--- src/rtl/xbus_pkg.sv ---
// Shared types and default widths for the xbus arbiter family.
package xbus_pkg;

   typedef enum logic {ARB_FIXED = 1'b0, ARB_RR = 1'b1} arb_mode_e;

   typedef enum logic [1:0] {
      IDLE  = 2'd0,
      OWNED = 2'd1,
      ERR   = 2'd2
   } xbus_state_e;

   localparam int XBUS_NUM_MASTERS = 4;
   localparam int XBUS_ADDR_W      = 32;
   localparam int XBUS_DATA_W      = 32;
   localparam int XBUS_MAX_DATA_W  = 1024;

   // Read data returned with an error acknowledge; sliced to DATA_W by users.
   localparam logic [XBUS_MAX_DATA_W-1:0] XBUS_ERR_DATA = '0;

endpackage

--- src/rtl/xbus_arb_pick.sv ---
// Rotating priority picker: first candidate at or above 'start', wrapping,
// with masters in 'excl' removed from contention.
module xbus_arb_pick
   import xbus_pkg::*;
#(
   parameter  int N  = XBUS_NUM_MASTERS,
   localparam int IW = (N > 1) ? $clog2(N) : 1
) (
   input  logic [N-1:0]  req,
   input  logic [IW-1:0] start,
   input  logic [N-1:0]  excl,
   output logic [N-1:0]  win,
   output logic          valid
);

   logic [N-1:0]   cand;
   logic [N-1:0]   rot;
   logic [N-1:0]   rot_hot;
   logic [2*N-1:0] dbl_rot;
   logic [2*N-1:0] dbl_back;

   // Rotate so 'start' sits at bit 0, keep the lowest set bit, rotate back.
   always_comb begin
      cand     = req & ~excl;
      dbl_rot  = {cand, cand} >> start;
      rot      = dbl_rot[N-1:0];
      rot_hot  = rot & (-rot);
      dbl_back = {rot_hot, rot_hot} << start;
      win      = dbl_back[2*N-1:N];
      valid    = |cand;
   end

endmodule

--- src/rtl/xbus_arbiter_n.sv ---
// N-master xbus arbiter and datapath mux in front of the single xbus slave,
// with fixed/round-robin arbitration, a burst cap and a slave-timeout watchdog.
module xbus_arbiter_n
   import xbus_pkg::*;
#(
   parameter int NUM_MASTERS    = XBUS_NUM_MASTERS,
   parameter int ADDR_W         = XBUS_ADDR_W,
   parameter int DATA_W         = XBUS_DATA_W,
   parameter int ARB_MODE       = 1,
   parameter int MAX_BEATS      = 0,
   parameter int TIMEOUT_CYCLES = 0
) (
   input  logic                            clk,
   input  logic                            rstn,
   input  logic [NUM_MASTERS-1:0]          ma_req,
   output logic [NUM_MASTERS-1:0]          xbm_gnt,
   input  logic [NUM_MASTERS-1:0]          ma_select,
   input  logic [NUM_MASTERS*ADDR_W-1:0]   ma_addr,
   input  logic [NUM_MASTERS*DATA_W-1:0]   ma_data,
   input  logic [NUM_MASTERS-1:0]          ma_rnw,
   input  logic [NUM_MASTERS*DATA_W/8-1:0] ma_be,
   output logic [NUM_MASTERS-1:0]          xbm_ack,
   output logic [NUM_MASTERS-1:0]          xbm_err,
   output logic [DATA_W-1:0]               xbm_data,
   output logic                            xbs_select,
   output logic [ADDR_W-1:0]               xbs_addr,
   output logic [DATA_W-1:0]               xbs_data,
   output logic                            xbs_rnw,
   output logic [DATA_W/8-1:0]             xbs_be,
   input  logic                            sl_ack,
   input  logic [DATA_W-1:0]               sl_data,
   output logic [1:0]                      dbg_state
);

   // Handshake: a master raises ma_req and waits for xbm_gnt. While granted,
   // every cycle with ma_select high is a transfer that completes in the cycle
   // xbm_ack is high (xbm_err marks a watchdog abort). The master releases the
   // bus by sampling ma_req low together with ma_select low.

   localparam int N      = NUM_MASTERS;
   localparam int IW     = $clog2(N);
   localparam int BE_W   = DATA_W / 8;
   localparam int BW     = $clog2(MAX_BEATS + 2);
   localparam int WD_LIM = (TIMEOUT_CYCLES > 1) ? TIMEOUT_CYCLES - 1 : 1;
   localparam int WW     = $clog2(WD_LIM + 1);

   localparam logic [BW-1:0] BEAT_CAP = BW'(MAX_BEATS);
   localparam logic [WW-1:0] WD_LAST  = WW'(WD_LIM - 1);
   localparam logic [IW-1:0] LAST_IDX = IW'(N - 1);

   xbus_state_e   state_q;
   logic [N-1:0]  gnt_q;
   logic [IW-1:0] owner_q;
   logic [IW-1:0] last_q;
   logic [BW-1:0] beat_q;
   logic [WW-1:0] wd_q;

   logic          owner_req;
   logic          owner_sel;
   logic          ack_now;
   logic          release_ev;
   logic          cap_move;
   logic          wd_fire;
   logic [BW-1:0] beat_sum;
   logic [IW-1:0] pick_start;
   logic [IW-1:0] pick_idx;
   logic [N-1:0]  pick_win;
   logic          pick_valid;

   // The owner is excluded while it holds the bus; in IDLE gnt_q is all zero.
   xbus_arb_pick #(.N(N)) u_pick (
      .req   (ma_req),
      .start (pick_start),
      .excl  (gnt_q),
      .win   (pick_win),
      .valid (pick_valid)
   );

   always_comb begin
      pick_idx = '0;
      for (int i = 0; i < N; i++)
         if (pick_win[i]) pick_idx = IW'(i);
   end

   assign pick_start = (ARB_MODE == int'(ARB_FIXED)) ? '0 :
                       ((last_q == LAST_IDX) ? '0 : last_q + IW'(1));

   assign owner_req  = ma_req[owner_q];
   assign owner_sel  = ma_select[owner_q];
   assign ack_now    = ((state_q == OWNED) && sl_ack) || (state_q == ERR);
   assign release_ev = !owner_req && !owner_sel;
   assign beat_sum   = beat_q + BW'(ack_now);
   // Never pull the grant from under a transfer that is still waiting.
   assign cap_move   = (MAX_BEATS != 0) && (beat_sum >= BEAT_CAP) && pick_valid &&
                       (!owner_sel || ack_now);
   assign wd_fire    = (TIMEOUT_CYCLES != 0) && xbs_select && !sl_ack && (wd_q == WD_LAST);

   assign xbm_gnt    = gnt_q;
   assign xbm_ack    = gnt_q & {N{ack_now}};
   assign xbm_err    = gnt_q & {N{state_q == ERR}};
   assign xbm_data   = (state_q == ERR) ? XBUS_ERR_DATA[DATA_W-1:0] : sl_data;
   assign xbs_select = (state_q == OWNED) && owner_sel && gnt_q[owner_q];
   assign xbs_addr   = ma_addr[int'(owner_q)*ADDR_W +: ADDR_W];
   assign xbs_data   = ma_data[int'(owner_q)*DATA_W +: DATA_W];
   assign xbs_be     = ma_be[int'(owner_q)*BE_W +: BE_W];
   assign xbs_rnw    = ma_rnw[owner_q];
   assign dbg_state  = state_q;

   always_ff @(posedge clk or negedge rstn) begin
      if (!rstn) begin
         state_q <= IDLE;
         gnt_q   <= '0;
         owner_q <= '0;
         last_q  <= LAST_IDX;
         beat_q  <= '0;
         wd_q    <= '0;
      end else begin
         wd_q <= ((TIMEOUT_CYCLES != 0) && xbs_select && !sl_ack && !wd_fire) ?
                 wd_q + WW'(1) : '0;
         case (state_q)
            IDLE: begin
               if (pick_valid) begin
                  state_q <= OWNED;
                  gnt_q   <= pick_win;
                  owner_q <= pick_idx;
                  last_q  <= pick_idx;
                  beat_q  <= '0;
               end
            end
            OWNED, ERR: begin
               if (release_ev || cap_move) begin
                  beat_q <= '0;
                  if (pick_valid) begin
                     state_q <= OWNED;
                     gnt_q   <= pick_win;
                     owner_q <= pick_idx;
                     last_q  <= pick_idx;
                  end else begin
                     state_q <= IDLE;
                     gnt_q   <= '0;
                  end
               end else begin
                  state_q <= wd_fire ? ERR : OWNED;
                  if (ack_now && (beat_q != BEAT_CAP)) beat_q <= beat_q + BW'(1);
               end
            end
            default: begin
               state_q <= IDLE;
               gnt_q   <= '0;
            end
         endcase
      end
   end

endmodule

--- config.mk ---
export PLATFORM = sky130hd
export DESIGN_NAME = xbus_arbiter_n
export DESIGN_NICKNAME = d
export VERILOG_FILES = /design/src/rtl/xbus_pkg.sv /design/src/rtl/xbus_arb_pick.sv /design/src/rtl/xbus_arbiter_n.sv
export SDC_FILE = /design/constraint.sdc
export NUM_CORES = 1
export LEC_CHECK = 0
export CAP_MARGIN = 20
export CORE_AREA = 2 2 167 169
export DETAILED_ROUTE_END_ITERATION = 8
export DIE_AREA = 0 0 169 171
export HOLD_SLACK_MARGIN = 0.08
export PLACE_DENSITY = 0.54
export SLEW_MARGIN = 0
export SYNTH_ARGS = -nofsm -noshare
export SYNTH_HDL_FRONTEND = slang
export SYNTH_SLANG_ARGS = --single-unit
--- constraint.sdc ---
create_clock -name clk -period 1.8 [get_ports clk]
set_clock_uncertainty 0.15 [all_clocks]
set_input_delay 0.18 -clock clk [delete_from_list [all_inputs] [get_ports clk]]
set_output_delay 0.18 -clock clk [all_outputs]
set_load 0.02 [all_outputs]
==> metrics.csv <==
metric,value,unit
Most used DFF post-synth,dfrtp_1,
clock power share,0.045,
Final ANT Viol Nets,0,
DR WL met2,8860,µm
GRT Total Usage,0.111,
initial core utilization,0.0959,
syn_area_per_cell,13.3,µm²
multi-input logic area,2060,µm²
min-delay worst type,in2async,
Syn. warnings,0,
hpwl dp,14400,µm
initial DRC count,129,
Detail Route met3 WL,1410,µm
fin. max-slew vios,0,
Pint,5.10,mW
initial antenna violation count,0,
largest net degree at the start of global routing,30,
total routed wirelength,17300,µm
# DRC,0,
CP max FO,5,
setup violators final,79,
I/O pin count,435,
vias in the first global route,3605,
FP Rows,61,
vias per cell,3.69,
register area share after synthesis,0.0869,
total grt overflow,0,
M1 WL,6890,µm
Arrival @ worst endpoint,2.14,ns
Leakage Power,2.72,nW
die area,28900,µm²
dpl ws,-0.481,ns
CTS H-tree lvls,1,
Die Wd,169,µm
Synth top cells by count,"mux4_2 (72), buf_4 (37), clkbuf_1 (11)",
crit path kind,reg2reg,
first drt pass iteration count,4,
RSZ-0062 raised after global routing,true,
post-synth top area share,0.619,
Post-Synthesis Cell Area,2620,µm²
VDD IR max,387,µV
CTS sink cnt,9,
Area Overhead vs Synth,172,%
first-pass GRT wire length,23700,µm
wire length per cell,18.8,µm
register share of total power,0.047,
CTS tree,built,
synthesis-stage register bit count,9,
CTS max path bufs,2,
vias,3402,
status,"finished, violations left",
Core Region,27300,µm²
Final Cycle Share,1.21,
Die Y,171,µm
# hold bufs at CTS,0,
PwrDens,1230,nW/µm²
Worst Setup End Kind,register,
post-layout min period,2.17,ns
routability cong.,0.794,
Post-synth EDFFs,0,
"count leader, synth",mux4_2,
layout cells sized above 1,0.384,
most area-consuming cells after synthesis,"mux4_2 (62%), buf_4 (11%), dfrtp_1 (6.7%), dfstp_2 (2.0%), clkbuf_1 (1.6%)",
total of max-cap violations,0,
failing checks,setup timing,
Nets,897,
Top Metal Used,met4,
register area,235,µm²
Comb pwr share,0.909,
Antenna diodes,0,
TritonCTS buffer count,3,
Cell variety after synth,34,
Switching Fraction,0.418,
"Req. time, crit path",1.77,ns
post-synth top area cell,mux4_2,
setup TNS,-20.67,ns
fin worst setup slack,-0.371,ns
Synth async-reset ratio,1.00,
root buf cell,clkbuf_16,
CP Launch Type,register,
Switching Power,3.66,mW
Post-Synthesis Cells,197,
Clock transition at path regs,0.04,ns
IO Port Bufs,365,
final hold viol count,0,
Fillers,2892,
worst skew pair latency,0.23,ns
Max Freq,461,MHz
[kinds of logic (layout without fill, tap and decap cells)]
kind of cell / Yosys count / in the layout / share of synthesized area
multiplexers: 72 / 72 / 0.619
buffers and inverters: 57 / 432 / 0.141
AO/OA/AOI/OAI: 30 / 30 / 0.0807
AND/OR/NAND/NOR: 25 / 25 / 0.0597
flip-flops: 9 / 9 / 0.0869
XOR/XNOR: 2 / 2 / 0.00669
adder cells (fa/ha/maj): 1 / 1 / 0.00477
other: 1 / 5 / 0.00143
[layer usage]
layer	up-vias	GRT usage
met3	8	0.0305
met5	-	0
met2	170	0.193
met1	1659	0.137
met4	0	0.0271
li1	1565	-
[cell type report]
| cell class | count | area share |
|---|---|---|
| flip-flops and latches | 9 | 0.0330 |
| repair buffers | 427 | 0.606 |
| clock buffers | 4 | 0.0111 |
| well taps | 346 | 0.0607 |
| multi-input cells | 135 | 0.289 |
| inverters | 1 | 0.000527 |
[state kept, by name (all words and copies together), names as in the netlist]
signal,flops
xbm_gnt,4
owner_q,2
last_q,2
dbg_state,1
[per-stage QoR]
step | std cells | total power, mW | cell area, µm² | utilization | hold WS, ns
3_5_place_dp | 897 | 7.62 | 6730 | 0.246 | 0.210
4_1_cts | 922 | 8.48 | 6960 | 0.255 | 0.113
5_1_grt | 922 | 9.26 | 7130 | 0.261 | 0.143
3_3_place_gp | 897 | 7.64 | 6730 | 0.246 | 0.210
2_1_floorplan | 201 | 4.34 | 2640 | - | -0.266
6_report | 922 | 8.75 | 7130 | 0.261 | 0.104
[worst max-delay path: stages, from the launching register on]
cell     delay [ns]
dfrtp_4        0.51
buf_12         0.15
buf_16         0.13
mux4_2         0.47
nor2_4         0.16
nor2_4         0.05
or2_4          0.24
a32o_1         0.20
[power by group through the flow]
stage | combinational [mW] | sequential [mW] | clock, mW
2_1_floorplan | 3.91 | 0.428 | 0
3_3_place_gp | 7.23 | 0.409 | 0
3_5_place_dp | 7.21 | 0.407 | 0
4_1_cts | 7.68 | 0.412 | 0.392
5_1_grt | 8.43 | 0.425 | 0.407
6_report | 7.96 | 0.408 | 0.390
[cells in the final DEF (no fill, tap or decap), types with 3 or more instances in the layout]
cell type	netlist	routed
a21o_1	4	4
a21oi_1	6	6
a221oi_1	4	4
and3_1	5	4
buf_12	0	11
buf_16	0	3
buf_2	7	22
buf_4	37	39
buf_6	1	55
buf_8	0	4
clkbuf_16	0	3
clkdlybuf4s50_1	0	289
conb_1	1	5
dfrtp_1	7	5
dlygate4sd2_1	0	3
mux4_2	72	72
nand2b_1	3	3
nor2_1	3	3
nor2b_1	4	4
o21ai_0	5	3
[final timing paths]
kind | from | cells after the start | to | slack [ns]
worst min-delay path | rstn | 1 | owner_q[0] | 0.10
max in group asynchronous | rstn | 1 | owner_q[1] | 1.07
min in group clk | sl_data[10] | 0 | xbm_data[10] | 0.21
worst max register to register | owner_q[0] | 7 | owner_q[1] | -0.37
worst min register to register | last_q[1] | 1 | last_q[1] | 0.43
worst max-delay path | owner_q[0] | 7 | owner_q[1] | -0.37
[timing repair]
item                       in CTS  in global routing
pin swaps                       6                  2
buffers inserted               17                  5
setup endpoints to repair      82                 80
hold endpoints to repair        0                  0
gates resized for setup       355                 65
cloned                          4                  0
(Power assumes the default switching activity.)
